### src/rtl/noc_pkg.sv
`default_nettype none
// +--------------------------------------------------------------------+
// | noc_pkg : flit format constants and helpers for the ring-NoC NI     |
// | Revision: 1.0                                                       |
// +--------------------------------------------------------------------+
package noc_pkg;

  localparam int FLIT_W   = 8;
  localparam int DATA_W   = 6;
  localparam int NODE_W   = 2;
  localparam int TYPE_MSB = 7;
  localparam int TYPE_LSB = 6;
  localparam int DEST_MSB = 5;
  localparam int DEST_LSB = 4;
  localparam int SRC_MSB  = 3;
  localparam int SRC_LSB  = 2;

  typedef enum logic [1:0] {
    FT_IDLE = 2'b00,
    FT_HEAD = 2'b01,
    FT_BODY = 2'b10,
    FT_TAIL = 2'b11
  } flit_type_e;

  function automatic logic [FLIT_W-1:0] make_head(input logic [NODE_W-1:0] dest,
                                                  input logic [NODE_W-1:0] src);
    return {FT_HEAD, dest, src, 2'b00};
  endfunction

  function automatic logic [FLIT_W-1:0] make_data(input flit_type_e t,
                                                  input logic [DATA_W-1:0] d);
    return {t, d};
  endfunction

endpackage
`default_nettype wire

### src/rtl/ni_rx_assembler.sv
`default_nettype none
// +--------------------------------------------------------------------+
// | ni_rx_assembler : checks ejected flits and rebuilds core messages   |
// | Revision: 1.0                                                       |
// +--------------------------------------------------------------------+
module ni_rx_assembler
  import noc_pkg::*;
#(
  parameter int PAYLOAD_FLITS = 2,
  localparam int PW = DATA_W * PAYLOAD_FLITS
) (
  input  logic              clk,
  input  logic              rst,
  input  logic [NODE_W-1:0] node_i,
  input  logic [FLIT_W-1:0] flit_i,
  input  logic              en_i,
  output logic              valid_o,
  output logic [NODE_W-1:0] src_o,
  output logic [PW-1:0]     payload_o,
  output logic              err_o
);

  localparam int            CW       = $clog2(PAYLOAD_FLITS + 1);
  localparam logic [CW-1:0] LAST_IDX = CW'(PAYLOAD_FLITS - 1);

  localparam logic [0:0] RX_IDLE = 1'b0;
  localparam logic [0:0] RX_DATA = 1'b1;

  logic [0:0]        state_q, state_d;
  logic [CW-1:0]     cnt_q, cnt_d;
  logic [PW-1:0]     shreg_q, shreg_d;
  logic [NODE_W-1:0] cur_src_q, cur_src_d;
  logic              valid_q, valid_d;
  logic              err_q, err_d;
  logic [NODE_W-1:0] src_q, src_d;
  logic [PW-1:0]     pay_q, pay_d;

  flit_type_e    w_type;
  logic [PW-1:0] w_shifted;

  assign w_type    = flit_type_e'(flit_i[TYPE_MSB:TYPE_LSB]);
  assign w_shifted = PW'({shreg_q, flit_i[DATA_W-1:0]});

  always_comb begin
    state_d   = state_q;
    cnt_d     = cnt_q;
    shreg_d   = shreg_q;
    cur_src_d = cur_src_q;
    valid_d   = 1'b0;
    err_d     = 1'b0;
    src_d     = src_q;
    pay_d     = pay_q;
    if (en_i && (w_type != FT_IDLE)) begin
      case (w_type)
        FT_HEAD: begin
          // A head arriving mid-packet aborts it but still opens a new packet.
          if (state_q == RX_DATA) err_d = 1'b1;
          if (flit_i[DEST_MSB:DEST_LSB] == node_i) begin
            state_d   = RX_DATA;
            cur_src_d = flit_i[SRC_MSB:SRC_LSB];
            cnt_d     = '0;
            shreg_d   = '0;
          end else begin
            err_d   = 1'b1;
            state_d = RX_IDLE;
          end
        end
        FT_BODY: begin
          if ((state_q == RX_IDLE) || (cnt_q == LAST_IDX)) begin
            err_d   = 1'b1;
            state_d = RX_IDLE;
          end else begin
            shreg_d = w_shifted;
            cnt_d   = cnt_q + CW'(1);
          end
        end
        default: begin
          if ((state_q == RX_DATA) && (cnt_q == LAST_IDX)) begin
            valid_d = 1'b1;
            src_d   = cur_src_q;
            pay_d   = w_shifted;
          end else begin
            err_d = 1'b1;
          end
          state_d = RX_IDLE;
        end
      endcase
    end
  end

  always_ff @(posedge clk) begin
    if (rst) begin
      state_q   <= RX_IDLE;
      cnt_q     <= '0;
      shreg_q   <= '0;
      cur_src_q <= '0;
      valid_q   <= 1'b0;
      err_q     <= 1'b0;
      src_q     <= '0;
      pay_q     <= '0;
    end else begin
      state_q   <= state_d;
      cnt_q     <= cnt_d;
      shreg_q   <= shreg_d;
      cur_src_q <= cur_src_d;
      valid_q   <= valid_d;
      err_q     <= err_d;
      src_q     <= src_d;
      pay_q     <= pay_d;
    end
  end

  assign valid_o   = valid_q;
  assign err_o     = err_q;
  assign src_o     = src_q;
  assign payload_o = pay_q;

endmodule
`default_nettype wire

### src/rtl/noc_network_interface.sv
`default_nettype none
// +--------------------------------------------------------------------+
// | noc_network_interface : core <-> ring-router packetizer/reassembler |
// | Revision: 1.0                                                       |
// +--------------------------------------------------------------------+
module noc_network_interface
  import noc_pkg::*;
#(
  parameter int PAYLOAD_FLITS = 2,
  localparam int PW = DATA_W * PAYLOAD_FLITS
) (
  input  logic              clk,
  input  logic              rst,
  input  logic [NODE_W-1:0] current_node,
  input  logic              tx_valid,
  output logic              tx_ready,
  input  logic [NODE_W-1:0] tx_dest,
  input  logic [PW-1:0]     tx_payload,
  output logic [FLIT_W-1:0] flit_out,
  output logic              flit_valid,
  input  logic              noc_ready,
  input  logic [FLIT_W-1:0] flit_in,
  input  logic              flit_in_en,
  output logic              rx_valid,
  output logic [NODE_W-1:0] rx_src,
  output logic [PW-1:0]     rx_payload,
  output logic              rx_err
);

  localparam int            CW       = $clog2(PAYLOAD_FLITS + 1);
  localparam logic [CW-1:0] LAST_IDX = CW'(PAYLOAD_FLITS - 1);

  localparam logic [1:0] TX_IDLE = 2'd0;
  localparam logic [1:0] TX_HEAD = 2'd1;
  localparam logic [1:0] TX_DATA = 2'd2;

  logic [1:0]        state_q, state_d;
  logic [NODE_W-1:0] dest_q, dest_d;
  logic [NODE_W-1:0] src_q, src_d;
  logic [PW-1:0]     pay_q, pay_d;
  logic [CW-1:0]     cnt_q, cnt_d;

  logic       w_hs;
  flit_type_e w_dtype;

  assign w_hs       = flit_valid && noc_ready;
  assign flit_valid = (state_q != TX_IDLE);
  assign tx_ready   = (state_q == TX_IDLE) && !rst;

  always_comb begin
    state_d = state_q;
    dest_d  = dest_q;
    src_d   = src_q;
    pay_d   = pay_q;
    cnt_d   = cnt_q;
    case (state_q)
      TX_IDLE: begin
        if (tx_valid) begin
          dest_d  = tx_dest;
          src_d   = current_node;
          pay_d   = tx_payload;
          cnt_d   = '0;
          state_d = TX_HEAD;
        end
      end
      TX_HEAD: begin
        if (w_hs) state_d = TX_DATA;
      end
      TX_DATA: begin
        // Payload leaves MSB-first, so the outgoing slice is always the top bits.
        if (w_hs) begin
          pay_d = pay_q << DATA_W;
          if (cnt_q == LAST_IDX) begin
            cnt_d   = '0;
            state_d = TX_IDLE;
          end else begin
            cnt_d = cnt_q + CW'(1);
          end
        end
      end
      default: state_d = TX_IDLE;
    endcase
  end

  always_comb begin
    w_dtype  = FT_BODY;
    flit_out = '0;
    if (cnt_q == LAST_IDX) w_dtype = FT_TAIL;
    case (state_q)
      TX_HEAD: flit_out = make_head(dest_q, src_q);
      TX_DATA: flit_out = make_data(w_dtype, pay_q[PW-1 -: DATA_W]);
      default: flit_out = '0;
    endcase
  end

  always_ff @(posedge clk) begin
    if (rst) begin
      state_q <= TX_IDLE;
      dest_q  <= '0;
      src_q   <= '0;
      pay_q   <= '0;
      cnt_q   <= '0;
    end else begin
      state_q <= state_d;
      dest_q  <= dest_d;
      src_q   <= src_d;
      pay_q   <= pay_d;
      cnt_q   <= cnt_d;
    end
  end

  ni_rx_assembler #(
    .PAYLOAD_FLITS(PAYLOAD_FLITS)
  ) u_rx (
    .clk      (clk),
    .rst      (rst),
    .node_i   (current_node),
    .flit_i   (flit_in),
    .en_i     (flit_in_en),
    .valid_o  (rx_valid),
    .src_o    (rx_src),
    .payload_o(rx_payload),
    .err_o    (rx_err)
  );

endmodule
`default_nettype wire
### config.mk
export PLATFORM = sky130hd
export DESIGN_NAME = noc_network_interface
export DESIGN_NICKNAME = d
export VERILOG_FILES = /design/src/rtl/noc_pkg.sv /design/src/rtl/ni_rx_assembler.sv /design/src/rtl/noc_network_interface.sv
export SDC_FILE = /design/constraint.sdc
export NUM_CORES = 1
export LEC_CHECK = 0
export BUFFER_PORTS_ARGS = -buffer_cell sky130_fd_sc_hd__buf_4
export CAP_MARGIN = 20
export CORE_ASPECT_RATIO = 0.6
export CORE_UTILIZATION = 25
export CTS_BUF_LIST = sky130_fd_sc_hd__clkbuf_8
export DETAILED_ROUTE_END_ITERATION = 8
export PLACE_DENSITY_LB_ADDON = 0.2
export SKIP_LAST_GASP = 1
export SYNTH_ARGS = -nofsm -noshare
export SYNTH_HDL_FRONTEND = slang
export SYNTH_HIERARCHICAL = 1
export SYNTH_SLANG_ARGS = --single-unit
### constraint.sdc
create_clock -name clk -period 1.95 [get_ports clk]
set_input_delay 0.195 -clock clk [delete_from_list [all_inputs] [get_ports clk]]
set_output_delay 0.195 -clock clk [all_outputs]
set_load 0.05 [all_outputs]
==> summary.txt, run 1 <==
Floorplan
  • Core area: 8556 sq um
  • Die ar.: 9266 sq um
  • Overall die height: 74.97 um
  • Effective utilization at floorplan: 25.93%
  • Die X: 123.6 um
  • FP Rows: 26
  • Io pins: 55

Timing
  • Max_slew headroom: 66.25%
  • Hold Fails Final Rpt: 0
  • Final Critical Period: 1.859 ns
  • Worst-case clock skew: 0.004431 ns
  • RSZ-0062 raised after global routing: yes
  • Max Clk Rate: 537.9 MHz
  • Final period utilization: 95.35%
  • Final setup vio count: 0
  • Final worst setup slack: 0.09076 ns
  • Worst-Margin Slew: 0.5041 ns
  • Max Slew Vio Count: 0

Global route
  • Antenna violations before repair: 0
  • Gr usage total: 12.44%
  • Gr ovfl total: 0
  • Vias in the first global route: 1643
  • GR peak layer: met1
  • First-pass GRT wire length: 8590 um
  • Met2 GRT Util: 14.88%
  • Met3 usage: 3.485%
  • Met1 global-route usage: 19.82%
  • Largest net degree at the start of global routing: 36

Finish
  • Area Overhead vs Synth: 30.12%
  • Fill cell count: 887
  • Share of cells above drive strength 1: 28.67%
  • Cell Count, Final, Fillers Out: 398
  • Multi-input gate area in the final layout: 1189 sq um
  • Nets@finish: 324
  • Diode count: 0
  • Fin util: 33.74%
  • Reg area: 940.9 sq um

Placement
  • GPL Wtd Cong: 0.7607
  • DP Worst Slack: 0.2048 ns
  • Cell count after placement: 390
  • Post-DP HPWL: 3968 um
  • # port buffers: 54

Drt
  • Initial drt markers: 160
  • Drt pass-1 iters: 5
  • DRT Wirelength: 5364 um
  • Routed Antenna Nets: 0
  • Drt drc: 0
  • Vias: 1798
  • Drt wl/cell: 13.48 um
  • Vias/cell: 4.518

Clock network
  • Postcts setup bufs: 0
  • Clk_lat worst skew: 0.30 ns
  • Htree depth: 2
  • Max clock buf depth: 2
  • Clk sink count: 47
  • CTS tree: built
  • CTS Buf Count: 5
  • Clock-pin slew on the worst setup and hold paths: 0.09 ns
  • Resized Gates After CTS: 0
  • Hold Buf Count CTS: 0
  • Root Buffer: clkbuf_8

Synth
  • Synthesis Warnings: 6
  • Top-count cell post-synth: dfxtp_1
  • Synth cell count leaders: dfxtp_1, mux2i_1, nor2_1, a21oi_1, nor2b_1
  • Synthesized area per cell: 9.645 sq um
  • Syn nets: 269
  • Number of synthesized flops with an enable pin: 0
  • Netlist Area Pre-Place: 2218 sq um
  • Cells after synthesis: 230
  • Fraction of registers with async set/reset: 0%
  • Distinct cells, synth: 37
  • Top cell type by total area after synthesis: dfxtp_1
  • Synth top area cells: dfxtp_1, mux2i_1, ha_1, a21oi_1, nor2b_1
  • Sequential element share of the synthesized area: 42.41%
  • Ys flop type: dfxtp_1
  • Synthesized flop and latch total: 47
  • Synth top area share: 42.41%

Hold path
  • Hold path endpoint: u_rx/shreg_q[1]
  • HP Start: flit_in[1]
  • Hold Path Class: input pin to flop
  • Worst hold path depth: 2

Worst setup path
  • CP Data Arrival Time: 1.66 ns
  • Flop2flop setup slack: 0.14 ns
  • Critical Path RT: 1.75 ns
  • R2R Path Start: state_q[0]
  • Worst Setup End Kind: output pin
  • Crit-path max FO: 7
  • WS Path Type: flop to output pin
  • FF-to-FF End: state_q[1]
  • Crit path launch type: flop
  • FF-to-FF path depth: 5

Power
  • Combinational fraction of design power: 33.0%
  • Internal Power: 0.001820 W
  • Clock share of power: 26.7%
  • Part of the power in registers: 40.2%
  • Net Sw Power: 0.0009591 W
  • Total Power: 0.002779 W
  • Power Dens Cells: 962.7 nW/um^2
  • Leakage power: 1.139 nW
  • Sw Share: 34.52%
  • IR Drop Worst-Case VDD: 0.3964 mV

Outcome
  • Status: completed

Flow run
  • Max-Cap Viols: 0
## through the flow
step	cell area (sq um)	TNS (ns)	hold slack (ns)
after floorplan	2231	0	0.3207
after global placement	2758	0	0.4163
after detailed placement	2758	0	0.4229
after CTS	2874	0	0.08473
after global routing	2887	-0.05127	0.07718
final	2887	0	0.1051
## flip-flops by register name, summed over array words and instances, names as in the netlist
name            cells
src_q               2
dest_q              2
u_rx/src_o          2
u_rx/shreg_q        6
u_rx/cnt_q          2
state_q             2
pay_q              12
u_rx/err_o          1
cnt_q               2
u_rx/valid_o        1
u_rx/cur_src_q      2
u_rx/payload_o     12
u_rx/state_q        1
## per-layer routing
layer,up-vias,part of all wire [%]
li1,919,-
met5,-,0
met2,32,39
met4,0,1.2
met3,5,3.9
met1,842,56
## cell families (layout without fill, tap and decap cells)
family	Yosys count	count (layout)	share of synthesized area [%]
fa+ha+maj	10	10	5.640
mux	25	25	11.34
flops	47	47	42.41
buf+inv	22	78	5.132
xor+xnor	2	2	1.128
simple gates	79	79	21.15
compound gates	45	45	13.20
## critical path, cell delays in order (launching register included)
cell and delay (ns):
dfxtp_1 0.35, inv_1 0.17, ha_1 0.30, buf_4 0.19, inv_1 0.06, nor2_1 0.09
buf_4 0.20
## cell type report
cell class / count / area share, %
clock buffers: 5 / 2.384
clock inverters: 3 / 1.647
inverters: 10 / 1.300
multi-input cells: 161 / 41.18
flip-flops and latches: 47 / 32.60
well taps: 112 / 4.855
repair buffers: 60 / 16.04
## power by group through the flow
| stage | Combinational [W] | Clock (W) | Sequential, W |
|---|---|---|---|
| after floorplan | 0.000656 | 0 | 0.00113 |
| after global placement | 0.000908 | 0 | 0.00114 |
| after detailed placement | 0.000910 | 0 | 0.00114 |
| after CTS | 0.000914 | 0.000780 | 0.00111 |
| after global routing | 0.00101 | 0.000828 | 0.00113 |
| final | 0.000918 | 0.000743 | 0.00112 |
## cells in the final DEF, fill, tap and decap left out, types with 2 or more instances in the layout
cell      instances
nor4_1            2
nor3_1            7
inv_1            10
nor2_1           19
o21ai_0           8
and2_1            2
a211oi_1          6
a22oi_1           4
nand3_1          11
ha_1              9
nor2b_1           8
dfxtp_1          47
a21oi_1          15
clkbuf_8          5
a22o_1            7
buf_4            59
nor2b_2           4
nand2b_1          8
nand2_1           7
and3b_2           2
mux2i_1          24
nand3b_1          4
## how the worst max path moves through the flow
| stage | from | to | slack, ns | cells after the start |
|---|---|---|---|---|
| after CTS | state_q[0] | flit_out[2] | 0.05 | 5 |
| after global routing | state_q[0] | tx_ready | -0.04 | 6 |
| after global placement | state_q[0] | state_q[0] | 0.22 | 5 |
| after detailed placement | state_q[0] | state_q[1] | 0.20 | 5 |
| final | state_q[0] | tx_ready | 0.09 | 6 |
| after floorplan | state_q[0] | tx_ready | 0.03 | 5 |
(Power assumes the default switching activity.)
==> run 2, diff against run 1 <==
--- a/config.mk
+++ b/config.mk
@@ -5,10 +5,12 @@
 export SDC_FILE = /design/constraint.sdc
 export NUM_CORES = 1
 export LEC_CHECK = 0
+export ABC_AREA = 1
 export BUFFER_PORTS_ARGS = -buffer_cell sky130_fd_sc_hd__buf_4
 export CAP_MARGIN = 20
 export CORE_ASPECT_RATIO = 0.6
-export CORE_UTILIZATION = 25
+export CORE_MARGIN = 8
+export CORE_UTILIZATION = 45
 export CTS_BUF_LIST = sky130_fd_sc_hd__clkbuf_8
 export DETAILED_ROUTE_END_ITERATION = 8
 export PLACE_DENSITY_LB_ADDON = 0.2
==> run 2 against run 1 <==
Compared with the run above: clock power decreased by 2%; sequential share of layout area grew 0.086 points; count of clock-buffer cells in the layout unchanged; global-route usage is 2.3 points higher; combinational power is 79% higher; setup slack improved by 0.054 ns; wire length increased by 5.4%; largest power group is now combinational logic; power grew 30%; critical path depth decreased by 1; largest cell class unchanged; flip-flop and latch count stayed put; cell area shrank 0.13%; highest routed layer unchanged.
==> summary.txt, run 2 <==
Flow run
  • Max-Cap Viols: 0 (unchanged)

Floorplan
  • Io pins: 55 (unchanged)
  • Effective utilization at floorplan: 45.98% (+20 points)
  • Core area: 4980 sq um (-42%)
  • Overall die height: 71.26 um (-4.9%)
  • Die X: 108.1 um (-13%)
  • Die ar.: 7702 sq um (-17%)
  • FP Rows: 20 (-23%)

Finish
  • Most common cell after layout, fill and taps aside: nor2_1
  • Nets@finish: 423 (+31%)
  • Diode count: 0 (unchanged)
  • Most frequent cells in the layout: nor2_1, nand2_1, buf_4
  • Area Overhead vs Synth: 25.90%
  • Share of cells above drive strength 1: 21.82% (-6.9 points)

Worst setup path
  • FF-to-FF End: pay_q[11]
  • CP Data Arrival Time: 1.61 ns (-0.05 ns)
  • Critical Path RT: 1.75 ns (about the same)
  • Flop2flop setup slack: 0.25 ns (+0.11 ns)
  • Crit-path max FO: 4 (-3)
  • Crit path launch type: flop
  • WS Path Type: flop to output pin
  • FF-to-FF path depth: 9 (+4)
  • R2R Path Start: state_q[0]
  • Crit path launch: state_q[0]
  • Worst Setup End Kind: output pin

Synth
  • Main combinational cell family by area after synthesis: simple AND/OR/NAND/NOR gates
  • Simple-Gate Fraction of Synth Area: 31.15% (+10 points)
  • Top cell type by total area after synthesis: dfxtp_1
  • Synthesized flop and latch total: 47 (unchanged)
  • Cells after synthesis: 332 (+44%)
  • Ys flop type: dfxtp_1
  • XOR/XNOR share of the synthesized area: 0% (-1.1 points)
  • Number of synthesized flops with an enable pin: 0 (unchanged)
  • Synthesis Warnings: 6 (unchanged)
  • Synthesized area per cell: 6.897 sq um (-28%)
  • Top-count cell post-synth: nor2_1
  • Synth top area cells: dfxtp_1, nor2_1, nand2_1, o21ai_0, ha_1
  • Fraction of registers with async set/reset: 0% (unchanged)
  • Sequential element share of the synthesized area: 41.09% (-1.3 points)
  • Synth cell count leaders: nor2_1, nand2_1, dfxtp_1, o21ai_0, inv_1
  • Netlist Area Pre-Place: 2290 sq um (+3.2%)
  • Mux cell area share after synthesis: 0% (-11 points)
  • Distinct cells, synth: 25 (-32%)
  • Syn nets: 371 (+38%)
  • Synth top area share: 41.09% (-1.3 points)
  • Post-synthesis compound-gate area fraction: 12.90% (-0.30 points)
  • Post-Synth Adder-Cell Area: 5.464% (-0.18 points)

Drt
  • Vias: 2161 (+20%)
  • Routed Antenna Nets: 0 (unchanged)
  • Drt pass-1 iters: 4 (-1)
  • Drt drc: 0 (unchanged)
  • Vias/cell: 4.792 (+6.1%)
  • Drt wl/cell: 12.54 um (-7.0%)
  • DRT Wirelength: 5654 um (+5.4%)
  • Initial drt markers: 139 (-13%)

Clock network
  • CTS tree: built
  • Htree depth: 2 (unchanged)
  • Clock-pin slew on the worst setup and hold paths: 0.09 ns (about the same)
  • Max clock buf depth: 2 (unchanged)
  • Root Buffer: clkbuf_8
  • Clk sink count: 47 (unchanged)
  • CTS Buf Count: 5 (unchanged)
  • Clk_lat worst skew: 0.30 ns (about the same)
  • Hold Buf Count CTS: 0 (unchanged)

Timing
  • Final Critical Period: 1.806 ns (-0.05351 ns)
  • Max Slew Vio Count: 0 (unchanged)
  • RSZ-0062 raised after global routing: no
  • Max_slew headroom: 67.81% (+1.6 points)
  • Hold Fails Final Rpt: 0 (unchanged)
  • Worst-case clock skew: 0.007454 ns (+0.003023 ns)
  • Setup TNS: 0 ns (unchanged)
  • Worst-Margin Slew: 0.4824 ns (-0.02177 ns)
  • Final worst setup slack: 0.1443 ns (+0.05351 ns)
  • Final period utilization: 92.60% (-2.7 points)
  • Max Clk Rate: 553.8 MHz (+3.0%)
  • Final setup vio count: 0 (unchanged)

Placement
  • GPL Wtd Cong: 0.8163 (+7.3%)
  • Post-DP HPWL: 4331 um (+9.2%)
  • # port buffers: 54 (unchanged)
  • DP Worst Slack: 0.3129 ns (+0.1081 ns)

Hold path
  • Hold path endpoint: u_rx/valid_o
  • HP Start: rst
  • Worst hold path depth: 2 (unchanged)
  • Hold Path Class: input pin to flop

Power
  • IR Drop Worst-Case VDD: 0.7384 mV (+86%)
  • Power Dens Cells: 1255 nW/um^2 (+30%)
  • Leakage power: 1.430 nW (+25%)

Global route
  • Gr usage total: 14.79% (+2.3 points)
  • First-pass GRT wire length: 9225 um (+7.4%)
  • Largest net degree at the start of global routing: 20 (-44%)
  • Antenna violations before repair: 0 (unchanged)
  • Vias in the first global route: 1923 (+17%)
  • Gr ovfl total: 0 (unchanged)

Outcome
  • Status: completed
[run 2: cell count changes after synthesis, sizes merged, moves of 4 or more]
| cell | previous run | this run |
|---|---|---|
| inv | 10 | 35 |
| o21ai | 9 | 35 |
| nand4 | 0 | 9 |
| nor3 | 8 | 1 |
| nand2b | 9 | 0 |
| nand3 | 11 | 4 |
| nor2 | 19 | 86 |
| nand2 | 7 | 72 |
| a22o | 7 | 0 |
| a22oi | 4 | 0 |
| nand3b | 4 | 0 |
| nor2b | 12 | 0 |
| mux2i | 24 | 0 |
| a211oi | 6 | 0 |
[run 2: worst max path at each step]
stage / endpoint / cells after the start
floorplan: flit_out[2] / 6
global placement: pay_q[7] / 7
detailed placement: pay_q[11] / 9
CTS: flit_out[4] / 5
global route: flit_out[6] / 6
finish: flit_out[2] / 5
[run 2: timing repair]
item / 4_1_cts / 5_1_grt
setup endpoints to repair: 0 / 4
setup buffers: 0 / 0
gates resized for setup: 0 / 3
[run 2: cell type report]
cell class,count,area [sq um]
Fill cell,484,2097
Clock inverter,3,46.29
Multi-Input combinational cell,239,1191
Sequential cell,47,942.2
Clock buffer,5,68.82
Tap cell,66,82.58
Timing Repair Buffer,56,420.4
Inverter,35,131.4
[run 2: kinds of logic (layout without fill, tap and decap cells)]
group,count (synthesis),count (layout)
AOI/OAI and AO/OA,55,55
adders and majority gates,10,10
DFF,47,47
and+or+nand+nor,174,174
buffers and inverters,46,99
[run 2: per-layer routing]
metal  wire length, um  track usage (%)
met2              2320            20.15
met1              2822            21.34
met4                36            3.670
met3               476            5.013
met5                 0                0
[run 2: worst max-delay path, cell delays in order (launching register included)]
cell	delay [ns]
dfxtp_1	0.38
inv_1	0.13
ha_1	0.35
inv_2	0.11
a21oi_4	0.13
buf_4	0.21
[run 2: stage by stage]
step	instances	instance area, sq um	total power [W]	utilization [%]	hold WS (ns)
after global placement	443	2756	0.002835	55.35	0.3921
after global routing	451	2883	0.003879	57.89	0.07575
after detailed placement	443	2756	0.002863	55.35	0.3959
final	451	2883	0.003616	57.89	0.08368
after CTS	451	2872	0.003598	57.66	0.07197
after floorplan	332	2337	0.002566	-	0.2674
[run 2: power breakdown]
group / switching [W] / total (W) / internal [W]
logic: 0.00114 / 0.00164 / 0.000499
registers: 0.000102 / 0.00125 / 0.00115
clock network: 0.000342 / 0.000729 / 0.000386
==> run 3, diff against run 2 <==
--- a/config.mk
+++ b/config.mk
@@ -6,13 +6,15 @@
 export NUM_CORES = 1
 export LEC_CHECK = 0
 export ABC_AREA = 1
-export BUFFER_PORTS_ARGS = -buffer_cell sky130_fd_sc_hd__buf_4
 export CAP_MARGIN = 20
+export CELL_PAD_IN_SITES_DETAIL_PLACEMENT = 1
+export CELL_PAD_IN_SITES_GLOBAL_PLACEMENT = 1
 export CORE_ASPECT_RATIO = 0.6
 export CORE_MARGIN = 8
 export CORE_UTILIZATION = 45
 export CTS_BUF_LIST = sky130_fd_sc_hd__clkbuf_8
 export DETAILED_ROUTE_END_ITERATION = 8
+export DONT_BUFFER_PORTS = 1
 export PLACE_DENSITY_LB_ADDON = 0.2
 export SKIP_LAST_GASP = 1
 export SYNTH_ARGS = -nofsm -noshare
==> run 3 against run 2 <==
Compared with the run above: via count is 4.0% lower; die area stayed put; cell area fell by 10%; clock skew shrank 0.0047 ns; power increased by 0.40%.
==> summary.txt, run 3 (synthesized netlist as in run 2, its figures left out) <==
Outcome
  • Status: completed

Global route
  • Gr ovfl total: 0 (unchanged)
  • Antenna violations before repair: 0 (unchanged)
  • Gr usage total: 16.60% (+1.8 points)
  • Vias in the first global route: 1980 (+3.0%)
  • Largest net degree at the start of global routing: 20 (unchanged)
  • First-pass GRT wire length: 10170 um (+10%)

Finish
  • Most common cell after layout, fill and taps aside: nor2_1
  • Cell Count, Final, Fillers Out: 406 (-10%)
  • Area Overhead vs Synth: 12.95%
  • Fill cell count: 648 (+34%)
  • Most frequent cells in the layout: nor2_1, nand2_1, dfxtp_1
  • Diode count: 0 (unchanged)
  • Post-route cell area: 2586 sq um (-10%)
  • Multi-input gate area in the final layout: 1194 sq um (+0.21%)
  • Share of cells above drive strength 1: 11.47% (-10 points)
  • Nets@finish: 379 (-10%)
  • Reg area: 942.2 sq um (unchanged)

Timing
  • Max_slew headroom: 63.67% (-4.1 points)
  • Final period utilization: 94.79% (+2.2 points)
  • Max Clk Rate: 541.0 MHz (-2.3%)
  • Worst-Margin Slew: 0.5441 ns (+0.06179 ns)
  • Final Critical Period: 1.848 ns (+0.04276 ns)
  • Worst-case clock skew: 0.002733 ns (-0.004721 ns)
  • Hold Fails Final Rpt: 0 (unchanged)
  • Final worst setup slack: 0.1015 ns (-0.04276 ns)
  • Max Slew Vio Count: 0 (unchanged)
  • Hold slack: 0.03862 ns (-0.04505 ns)
  • Final setup vio count: 0 (unchanged)

Clock network
  • Clk sink count: 47 (unchanged)
  • Max clock buf depth: 2 (unchanged)
  • Postcts setup bufs: 0 (unchanged)
  • Clock-pin slew on the worst setup and hold paths: 0.08 ns (about the same)
  • CTS Buf Count: 5 (unchanged)
  • Clk_lat worst skew: 0.29 ns (about the same)
  • Htree depth: 2 (unchanged)
  • CTS tree: built
  • Root Buffer: clkbuf_8

Drt
  • Routed Antenna Nets: 0 (unchanged)
  • DRT Wirelength: 6390 um (+13%)
  • Vias/cell: 5.111 (+6.7%)
  • Drt pass-1 iters: 4 (unchanged)
  • Initial drt markers: 112 (-19%)
  • Drt drc: 0 (unchanged)
  • Vias: 2075 (-4.0%)
  • Drt wl/cell: 15.74 um (+26%)

Hold path
  • Worst hold path depth: 2 (unchanged)
  • Hold path endpoint: u_rx/payload_o[0]
  • Hold Path Class: input pin to flop
  • HP Start: flit_in[0]

Worst setup path
  • Crit-path max FO: 4 (unchanged)
  • Crit path launch type: flop
  • Slowest stage cell, crit path: a21oi_4
  • Critical Path RT: 1.75 ns (about the same)
  • Worst-path cell chain: inv_1, ha_4, clkinvlp_4, a21oi_4
  • FF-to-FF End: pay_q[11]
  • WS Path Type: flop to output pin
  • FF-to-FF path depth: 9 (unchanged)
  • CP peak stage delay: 0.38 ns (about the same)
  • CP Data Arrival Time: 1.65 ns (+0.04 ns)
  • R2R Path Start: state_q[0]
  • Flop2flop setup slack: 0.18 ns (-0.07 ns)
  • Worst Setup End Kind: output pin

Placement
  • # port buffers: 0 (-100%)
  • Placed inst area: 2456 sq um (-11%)
  • Cell count after placement: 398 (-10%)
  • GPL Wtd Cong: 0.8315 (+1.9%)
  • DP Worst Slack: 0.2610 ns (-0.05189 ns)
  • Post-DP HPWL: 4870 um (+12%)

Power
  • Power Dens Cells: 1404 nW/um^2 (+12%)
  • IR Drop Worst-Case VDD: 0.5610 mV (-24%)
  • Total Power: 0.003631 W (+0.40%)
  • Leakage power: 1.211 nW (-15%)

Floorplan
  • Core area: 4980 sq um (unchanged)
  • Die ar.: 7702 sq um (unchanged)
  • FP Rows: 20 (unchanged)
  • Io pins: 55 (unchanged)
  • Effective utilization at floorplan: 45.98% (unchanged)
  • Overall die height: 71.26 um (unchanged)
  • Die X: 108.1 um (unchanged)

Flow run
  • Max-Cap Viols: 0 (unchanged)
[run 3: area by class of cell]
type / instances / share of cell area [%]
well taps: 66 / 3.193
clock inverters: 2 / 1.306
inverters: 35 / 5.225
repair buffers: 12 / 5.031
flip-flops and latches: 47 / 36.43
multi-input cells: 239 / 46.15
clock buffers: 5 / 2.661
[run 3: repair_timing]
| action | 4_1_cts | 5_1_grt |
|---|---|---|
| gates resized for setup | 0 | 4 |
| hold endpoints to repair | 1 | 0 |
| hold buffers | 1 | 0 |
| endpoints found under the setup margin | 0 | 3 |
[run 3: worst max-delay path, delay by kind of cell, from the launching register on]
family / cells / cell delay, ns
adders and majority gates: 1 / 0.31
AOI/OAI and AO/OA: 1 / 0.38
buffers and inverters: 2 / 0.30
DFF: 1 / 0.36
[run 3: layer usage]
metal | global-route usage (%) | vias to the layer above | part of all wire, %
met2 | 22.98 | 44 | 40
met5 | 0 | - | 0
met1 | 23.61 | 971 | 52
li1 | - | 1055 | -
met4 | 4.281 | 0 | 0.64
met3 | 5.640 | 5 | 7.4
[run 3: how the worst max path moves through the flow]
stage / from / to / slack [ns] / cells past startpoint
after floorplan: state_q[0] / flit_out[2] / 0.13 / 6
after global placement: state_q[0] / cnt_q[1] / 0.37 / 8
after detailed placement: state_q[0] / pay_q[0] / 0.26 / 9
after CTS: state_q[0] / flit_out[2] / 0.05 / 4
after global routing: state_q[0] / flit_out[6] / -0.04 / 6
final: state_q[0] / flit_out[2] / 0.10 / 4
[run 3: power breakdown]
| part | leakage [nW] | internal [W] | total (W) | switching, W |
|---|---|---|---|---|
| logic | 0.771 | 0.000509 | 0.00169 | 0.00118 |
| clock network | 0.0554 | 0.000371 | 0.000687 | 0.000316 |
| registers | 0.384 | 0.00115 | 0.00126 | 0.000109 |
[run 3: per-stage QoR]
step / setup TNS (ns) / util (%)
2_1_floorplan: 0 / -
3_3_place_gp: 0 / 49.32
3_5_place_dp: 0 / 49.32
4_1_cts: 0 / 51.58
5_1_grt: -0.03693 / 51.93
6_report: 0 / 51.93
